**src/rtl/hmac_pkg.sv**
```systemverilog
// Shared types for the HMAC/SHA-256 datapath: upstream word format, padder
// state encoding and the SHA-256 block geometry.
package hmac_pkg;

  localparam int unsigned BlockSize = 512;
  localparam int unsigned LenPos    = 448;

  typedef struct packed {
    logic [31:0] data;
    logic [3:0]  mask;
  } sha_fifo_t;

  typedef enum logic [2:0] {
    StIdle,
    StFifoReceive,
    StPad80,
    StPad00,
    StLenHi,
    StLenLo
  } pad_st_e;

  // Byte mask a final partial word must carry: the r leading bytes valid.
  function automatic logic [3:0] pad_tail_mask(input logic [1:0] r);
    logic [3:0] m;
    case (r)
      2'd1:    m = 4'b1000;
      2'd2:    m = 4'b1100;
      2'd3:    m = 4'b1110;
      default: m = 4'b0000;
    endcase
    return m;
  endfunction

endpackage

```
**src/rtl/sha2_pad_merge.sv**
```systemverilog
// Builds the terminator word: the first r message bytes of the final partial
// word are kept, byte r becomes 0x80 and the remaining bytes are zeroed.
module sha2_pad_merge (
  input  logic [31:0] data_i,
  input  logic [1:0]  r_i,
  output logic [31:0] word_o
);

  // Byte 0 is the most significant byte of the word.
  always_comb begin
    word_o = '0;
    for (int k = 0; k < 4; k++) begin
      if (k < int'(r_i)) begin
        word_o[31-8*k -: 8] = data_i[31-8*k -: 8];
      end else if (k == int'(r_i)) begin
        word_o[31-8*k -: 8] = 8'h80;
      end
    end
  end

endmodule

```
**src/rtl/sha2_msg_pad.sv**
```systemverilog
// SHA-256 message padder: message words, 0x80 terminator, zero fill, 64-bit length.
// Optional sticky mask checker is built when SHA2_MSG_PAD_CHECK_EN is defined.
module sha2_msg_pad
  import hmac_pkg::*;
(
  input  logic        clk_i,
  input  logic        rst_ni,
  input  logic        sha_en,
  input  logic        hash_start,
  input  logic        hash_process,
  input  logic [63:0] message_length,
  input  logic        in_rvalid,
  input  logic [35:0] in_rdata,
  output logic        in_rready,
  output logic        shaf_rvalid,
  output logic [31:0] shaf_rdata,
  input  logic        shaf_rready,
  output logic        pad_done,
  output logic        err_o,
  output pad_st_e     dbg_state_o
);

  // Handshakes: a word moves when valid && ready are both high at a rising
  // clock edge. Once valid is raised, the producer holds data until taken.

  localparam int unsigned     BlkBits   = $clog2(BlockSize);
  localparam logic [BlkBits-1:0] LenPosMod = BlkBits'(LenPos);

  sha_fifo_t   in_word;
  pad_st_e     state_q, state_d;
  logic [63:0] tx_count_q, tx_count_d;
  logic [63:0] msg_len_q, msg_len_d;
  logic        process_flag_q, process_flag_d;
  logic [63:0] tx_next;
  logic        len_hit;
  logic [1:0]  pad_r;
  logic [31:0] merge_word;
  logic        fifo_take;
  logic        merge_take;

  assign in_word     = in_rdata;
  assign pad_r       = msg_len_q[4:3];
  assign dbg_state_o = state_q;

  sha2_pad_merge u_merge (
    .data_i (in_word.data),
    .r_i    (pad_r),
    .word_o (merge_word)
  );

  always_comb begin
    state_d        = state_q;
    tx_count_d     = tx_count_q;
    msg_len_d      = msg_len_q;
    process_flag_d = process_flag_q;
    shaf_rvalid    = 1'b0;
    shaf_rdata     = '0;
    in_rready      = 1'b0;
    pad_done       = 1'b0;
    fifo_take      = 1'b0;
    merge_take     = 1'b0;
    tx_next        = tx_count_q + 64'd32;
    len_hit        = (tx_next[BlkBits-1:0] == LenPosMod);

    if (hash_process) begin
      msg_len_d      = message_length;
      process_flag_d = 1'b1;
    end

    case (state_q)
      StIdle: begin
      end

      StFifoReceive: begin
        // The final partial word is not passed through; it is merged in StPad80.
        if (process_flag_q && (tx_next > msg_len_q)) begin
          state_d = StPad80;
        end else begin
          shaf_rvalid = in_rvalid;
          shaf_rdata  = in_word.data;
          in_rready   = in_rvalid && shaf_rready;
          fifo_take   = in_rvalid && shaf_rready;
        end
      end

      StPad80: begin
        if (pad_r == 2'd0) begin
          shaf_rvalid = 1'b1;
          shaf_rdata  = 32'h8000_0000;
        end else begin
          shaf_rvalid = in_rvalid;
          shaf_rdata  = merge_word;
          in_rready   = shaf_rready;
          merge_take  = in_rvalid && shaf_rready;
        end
        if (shaf_rvalid && shaf_rready) begin
          state_d = len_hit ? StLenHi : StPad00;
        end
      end

      StPad00: begin
        shaf_rvalid = 1'b1;
        if (shaf_rready && len_hit) begin
          state_d = StLenHi;
        end
      end

      StLenHi: begin
        shaf_rvalid = 1'b1;
        shaf_rdata  = msg_len_q[63:32];
        if (shaf_rready) begin
          state_d = StLenLo;
        end
      end

      StLenLo: begin
        shaf_rvalid = 1'b1;
        shaf_rdata  = msg_len_q[31:0];
        if (shaf_rready) begin
          pad_done       = 1'b1;
          process_flag_d = 1'b0;
          state_d        = StIdle;
        end
      end

      default: begin
        state_d = StIdle;
      end
    endcase

    if (shaf_rvalid && shaf_rready) begin
      tx_count_d = tx_next;
    end

    // hash_start aborts whatever is in flight, then the enable gates everything.
    if (hash_start) begin
      state_d        = StFifoReceive;
      tx_count_d     = '0;
      process_flag_d = 1'b0;
      shaf_rvalid    = 1'b0;
      shaf_rdata     = '0;
      in_rready      = 1'b0;
      pad_done       = 1'b0;
      fifo_take      = 1'b0;
      merge_take     = 1'b0;
    end

    if (!sha_en) begin
      state_d        = StIdle;
      tx_count_d     = '0;
      process_flag_d = 1'b0;
      shaf_rvalid    = 1'b0;
      shaf_rdata     = '0;
      in_rready      = 1'b0;
      pad_done       = 1'b0;
      fifo_take      = 1'b0;
      merge_take     = 1'b0;
    end
  end

  always_ff @(posedge clk_i or negedge rst_ni) begin
    if (!rst_ni) begin
      state_q        <= StIdle;
      tx_count_q     <= '0;
      msg_len_q      <= '0;
      process_flag_q <= 1'b0;
    end else begin
      state_q        <= state_d;
      tx_count_q     <= tx_count_d;
      msg_len_q      <= msg_len_d;
      process_flag_q <= process_flag_d;
    end
  end

`ifdef SHA2_MSG_PAD_CHECK_EN
  logic err_q, err_d;

  always_comb begin
    err_d = err_q;
    if (fifo_take && (in_word.mask != 4'hF)) begin
      err_d = 1'b1;
    end
    if (merge_take && (in_word.mask != pad_tail_mask(pad_r))) begin
      err_d = 1'b1;
    end
    if (hash_start) begin
      err_d = 1'b0;
    end
  end

  always_ff @(posedge clk_i or negedge rst_ni) begin
    if (!rst_ni) begin
      err_q <= 1'b0;
    end else begin
      err_q <= err_d;
    end
  end

  assign err_o = err_q;
`else
  logic unused_chk;
  assign unused_chk = ^{in_word.mask, fifo_take, merge_take};
  assign err_o      = 1'b0;
`endif

endmodule

```
**config.mk**
```make
export PLATFORM = sky130hd
export DESIGN_NAME = sha2_msg_pad
export DESIGN_NICKNAME = d
export VERILOG_FILES = /design/src/rtl/hmac_pkg.sv /design/src/rtl/sha2_pad_merge.sv /design/src/rtl/sha2_msg_pad.sv
export SDC_FILE = /design/constraint.sdc
export NUM_CORES = 1
export LEC_CHECK = 0
export CAP_MARGIN = 25
export CORE_MARGIN = 2
export CORE_UTILIZATION = 29
export CTS_CLUSTER_SIZE = 10
export DETAILED_ROUTE_END_ITERATION = 6
export PLACE_DENSITY_LB_ADDON = 0.15
export SYNTH_ARGS = -nofsm -noshare
export SYNTH_HDL_FRONTEND = slang
export SYNTH_SLANG_ARGS = --single-unit
```
**constraint.sdc**
```tcl
create_clock -name clk_i -period 14.39 [get_ports clk_i]
set_input_delay 2.878 -clock clk_i [delete_from_list [all_inputs] [get_ports clk_i]]
set_output_delay 2.878 -clock clk_i [all_outputs]
set_load 0.05 [all_outputs]
```
==> results_dict.tcl <==
set metrics [dict create \
    grt_overflow_total 0 \
    async_flop_share 1.000 \
    htreeDepth 4 \
    hold_viol_final 0 \
    cts_resized 0 \
    drv_slew 0 \
    cts_hold_buf 0 \
    most-common-layout-cells "clkdlybuf4s50_1, o21ai_0, dfrtp_1" \
    crit_arrival_ns 6.67 \
    period_share 0.6637 \
    drcViolationCount 0 \
    drt-initial-drc-count 584 \
    clkSlewWorstSetupHoldPaths_ns 0.06 \
    cts-root-buf "clkbuf_16" \
    place_congestion 0.7828 \
    fill_cells 3041 \
    synth_compound_area_frac 0.2038 \
    first_pass_iters 5 \
    grt_max_degree 77 \
    clk_latency_ns 0.42 \
    max_cap_violations 0 \
    p_leak_nw 4.672 \
    fin_ws_ns 4.839 \
    skew_ns 0.009788 \
    final_common_cell "clkdlybuf4s50_1" \
    design.core.area_sq_mm 0.02948 \
    pin_count 146 \
    num_vias 7850 \
    postCtsSetupBuffers 0 \
    vdd_ir_drop_max_mv 0.07990 \
    power_mw 0.9904 \
    ant_nets 0 \
    synth_ff_type "dfrtp_1" \
    numPortBuffers 140 \
    fin_nets 1315 \
    grt_usage 0.1834 \
    crit_required_ns 11.51 \
    cts_num_sinks 127 \
    synthSimpleGateAreaFrac 0.2025 \
    clk_path_buf_depth 2 \
    wl_per_cell_um 18.28 \
    cpLargestDelayFamily "simple AND/OR/NAND/NOR gates" \
    synthXorXnorAreaFrac 0.06803 \
    fin_setup_tns_ns 0 \
    crit_path_end_kind "output pin" \
    die_h_um 176.5 \
    grt_pass1_wl_um 44250 \
    vias_per_cell 5.061 \
    cts_tree "yes" \
    syn_area_sq_mm 0.008626 \
    rsz0062_at_grt "no" \
    rows 63 \
    hpwl_um 20970 \
    min_path_type "register to register" \
    antenna_cells 0 \
    wl_um 28350 \
    path_cells "nand4_1 > or4_4 > nor4_4 > nand3_1 > nor3_1 > nand3_1 > xnor2_1 > ha_1 > nand4_1 > nor4_1 > nand4_1 > o22ai_1 > a21o_1 > nor2_1 > nor2_1 > clkdlybuf4s50_1" \
    critPathSlowestCell "clkdlybuf4s50_1" \
    ys_ff_latch 127 \
    max_slew_margin 0.3763 \
    yosysSeqAreaShare 0.3684 \
    start_util 0.2926 \
    synthCells 1035 \
    synth_top_family_by_area "compound AO/OA/AOI/OAI gates" \
    syn-num-nets 1202 \
    finalSetupViolations 0 \
    grt_pass1_vias 7662 \
    place_ws_ns 5.207 \
    synth_cell_types 56 \
    synth_adder_area_share 0.08703 \
    cpMostUsedCell "nand4_1" \
    multi_input_area_sq_mm 0.004962 \
    fp.dieW_um 176.5 \
    area_growth_pct 27.60 \
    synth-edff-count 0 \
    worstMarginPinSlew_ns 0.9356 \
    drive_gt1_frac 0.05943 \
    ff_latch_area_sq_mm 0.003178 \
    worstSetupPathType "register to output pin" \
    dieArea_sq_mm 0.03114 \
    synth.avg_cell_area_sq_um 8.334 \
    p_per_area_mw_per_mm2 89.98 \
    fin_crit_ns 9.551 \
    worstPathMaxFanout 12 \
    slowest_delay_ns 0.83 \
    antenna_found_initial 0 \
    synthMuxAreaShare 0.01001 \
    worst_setup_path_start_kind "register" \
    cts_buffers 17 \
    yosys_warnings 0 \
    status "finished, final reports clean" \
    critPathBufInv 1 \
    max_freq_mhz 104.7 \
]
## tightest hold or removal path: cells and delay by family (launching register included)
family,cells,cell delay [ns]
compound gates,2,0.14
flops,1,0.39
## stage by stage
stage            util  hold slack [ns]  area [sq um]  instances
5_1_grt        0.3734           0.5985         11010       1551
3_3_place_gp   0.3530           0.5502         10410       1519
6_report       0.3734           0.5709         11010       1551
2_1_floorplan       -           0.4952          8626       1035
4_1_cts        0.3734           0.5676         11010       1551
3_5_place_dp   0.3530           0.5490         10410       1519
## logic make-up after synthesis
family                     count (synthesis)
and+or+nand+nor                          333
xor gates and xnor gates                  67
muxes                                      8
adders and majority gates                 60
other                                      1
buffers and inverters                    136
DFF                                      127
AOI/OAI and AO/OA                        303
## cell type report
cell class | instances | share of cell area
clock inverters | 15 | 0.01580
clock buffers | 17 | 0.03865
flip-flops and latches | 127 | 0.2887
repair buffers | 152 | 0.1350
well taps | 390 | 0.04433
inverters | 78 | 0.02660
multi-input cells | 772 | 0.4508
## synth_stat cells, types with 3 or more instances
library cell | n | share of area
nand4_1 | 23 | 0.017
o22ai_1 | 3 | 0.0022
xor2_1 | 29 | 0.029
nor4_4 | 3 | 0.0074
mux2_2 | 5 | 0.0065
nor4_1 | 8 | 0.0058
or4_1 | 6 | 0.0052
and3_1 | 11 | 0.0080
inv_1 | 78 | 0.034
a211oi_1 | 8 | 0.0070
a222oi_1 | 7 | 0.0081
a22oi_1 | 23 | 0.020
nand3b_1 | 5 | 0.0044
or3_1 | 33 | 0.024
xnor2_1 | 38 | 0.039
ha_1 | 60 | 0.087
o21a_1 | 7 | 0.0061
and4_1 | 6 | 0.0061
dfrtp_1 | 127 | 0.37
and2_1 | 12 | 0.0087
nor2_1 | 43 | 0.019
a21oi_1 | 88 | 0.051
a221oi_1 | 3 | 0.0030
nor2b_1 | 3 | 0.0022
o21ai_0 | 128 | 0.074
nand2_1 | 111 | 0.048
nand2b_1 | 9 | 0.0065
clkbuf_1 | 56 | 0.024
mux2i_1 | 3 | 0.0035
o211ai_1 | 16 | 0.014
nand3_1 | 35 | 0.020
nor3_1 | 13 | 0.0075
a21o_1 | 4 | 0.0035
o31ai_1 | 5 | 0.0044
## metal layers
layer	global-route usage	routed length, um	vias up
met5	0	0	-
met4	0.03926	310	0
met3	0.03208	1487	17
met2	0.2918	12850	202
met1	0.2603	13700	3727
li1	-	-	3904
## power by group
group | switching, mW | total, mW | internal (mW)
Clock | 0.191 | 0.452 | 0.262
Combinational | 0.0939 | 0.152 | 0.0579
Sequential | 0.0125 | 0.386 | 0.374
Total | 0.297 | 0.990 | 0.693
## registers in the layout, indices dropped and copies added (netlist names)
name and cells:
msg_len_q 64, process_flag_q 1, dbg_state_o 3, tx_count_q 59
## worst paths after layout
check                               start              to  slack (ns)  depth (start not counted)
max                        tx_count_q[21]     shaf_rvalid        4.84                         16
min                        tx_count_q[63]  tx_count_q[63]        0.57                          2
max reg2reg                tx_count_q[21]  tx_count_q[19]        8.23                         18
min reg2reg                tx_count_q[63]  tx_count_q[63]        0.57                          2
max in group asynchronous          rst_ni  tx_count_q[22]       10.37                          2
min in group asynchronous          rst_ni    msg_len_q[4]        2.56                          1
(Power assumes the default switching activity.)
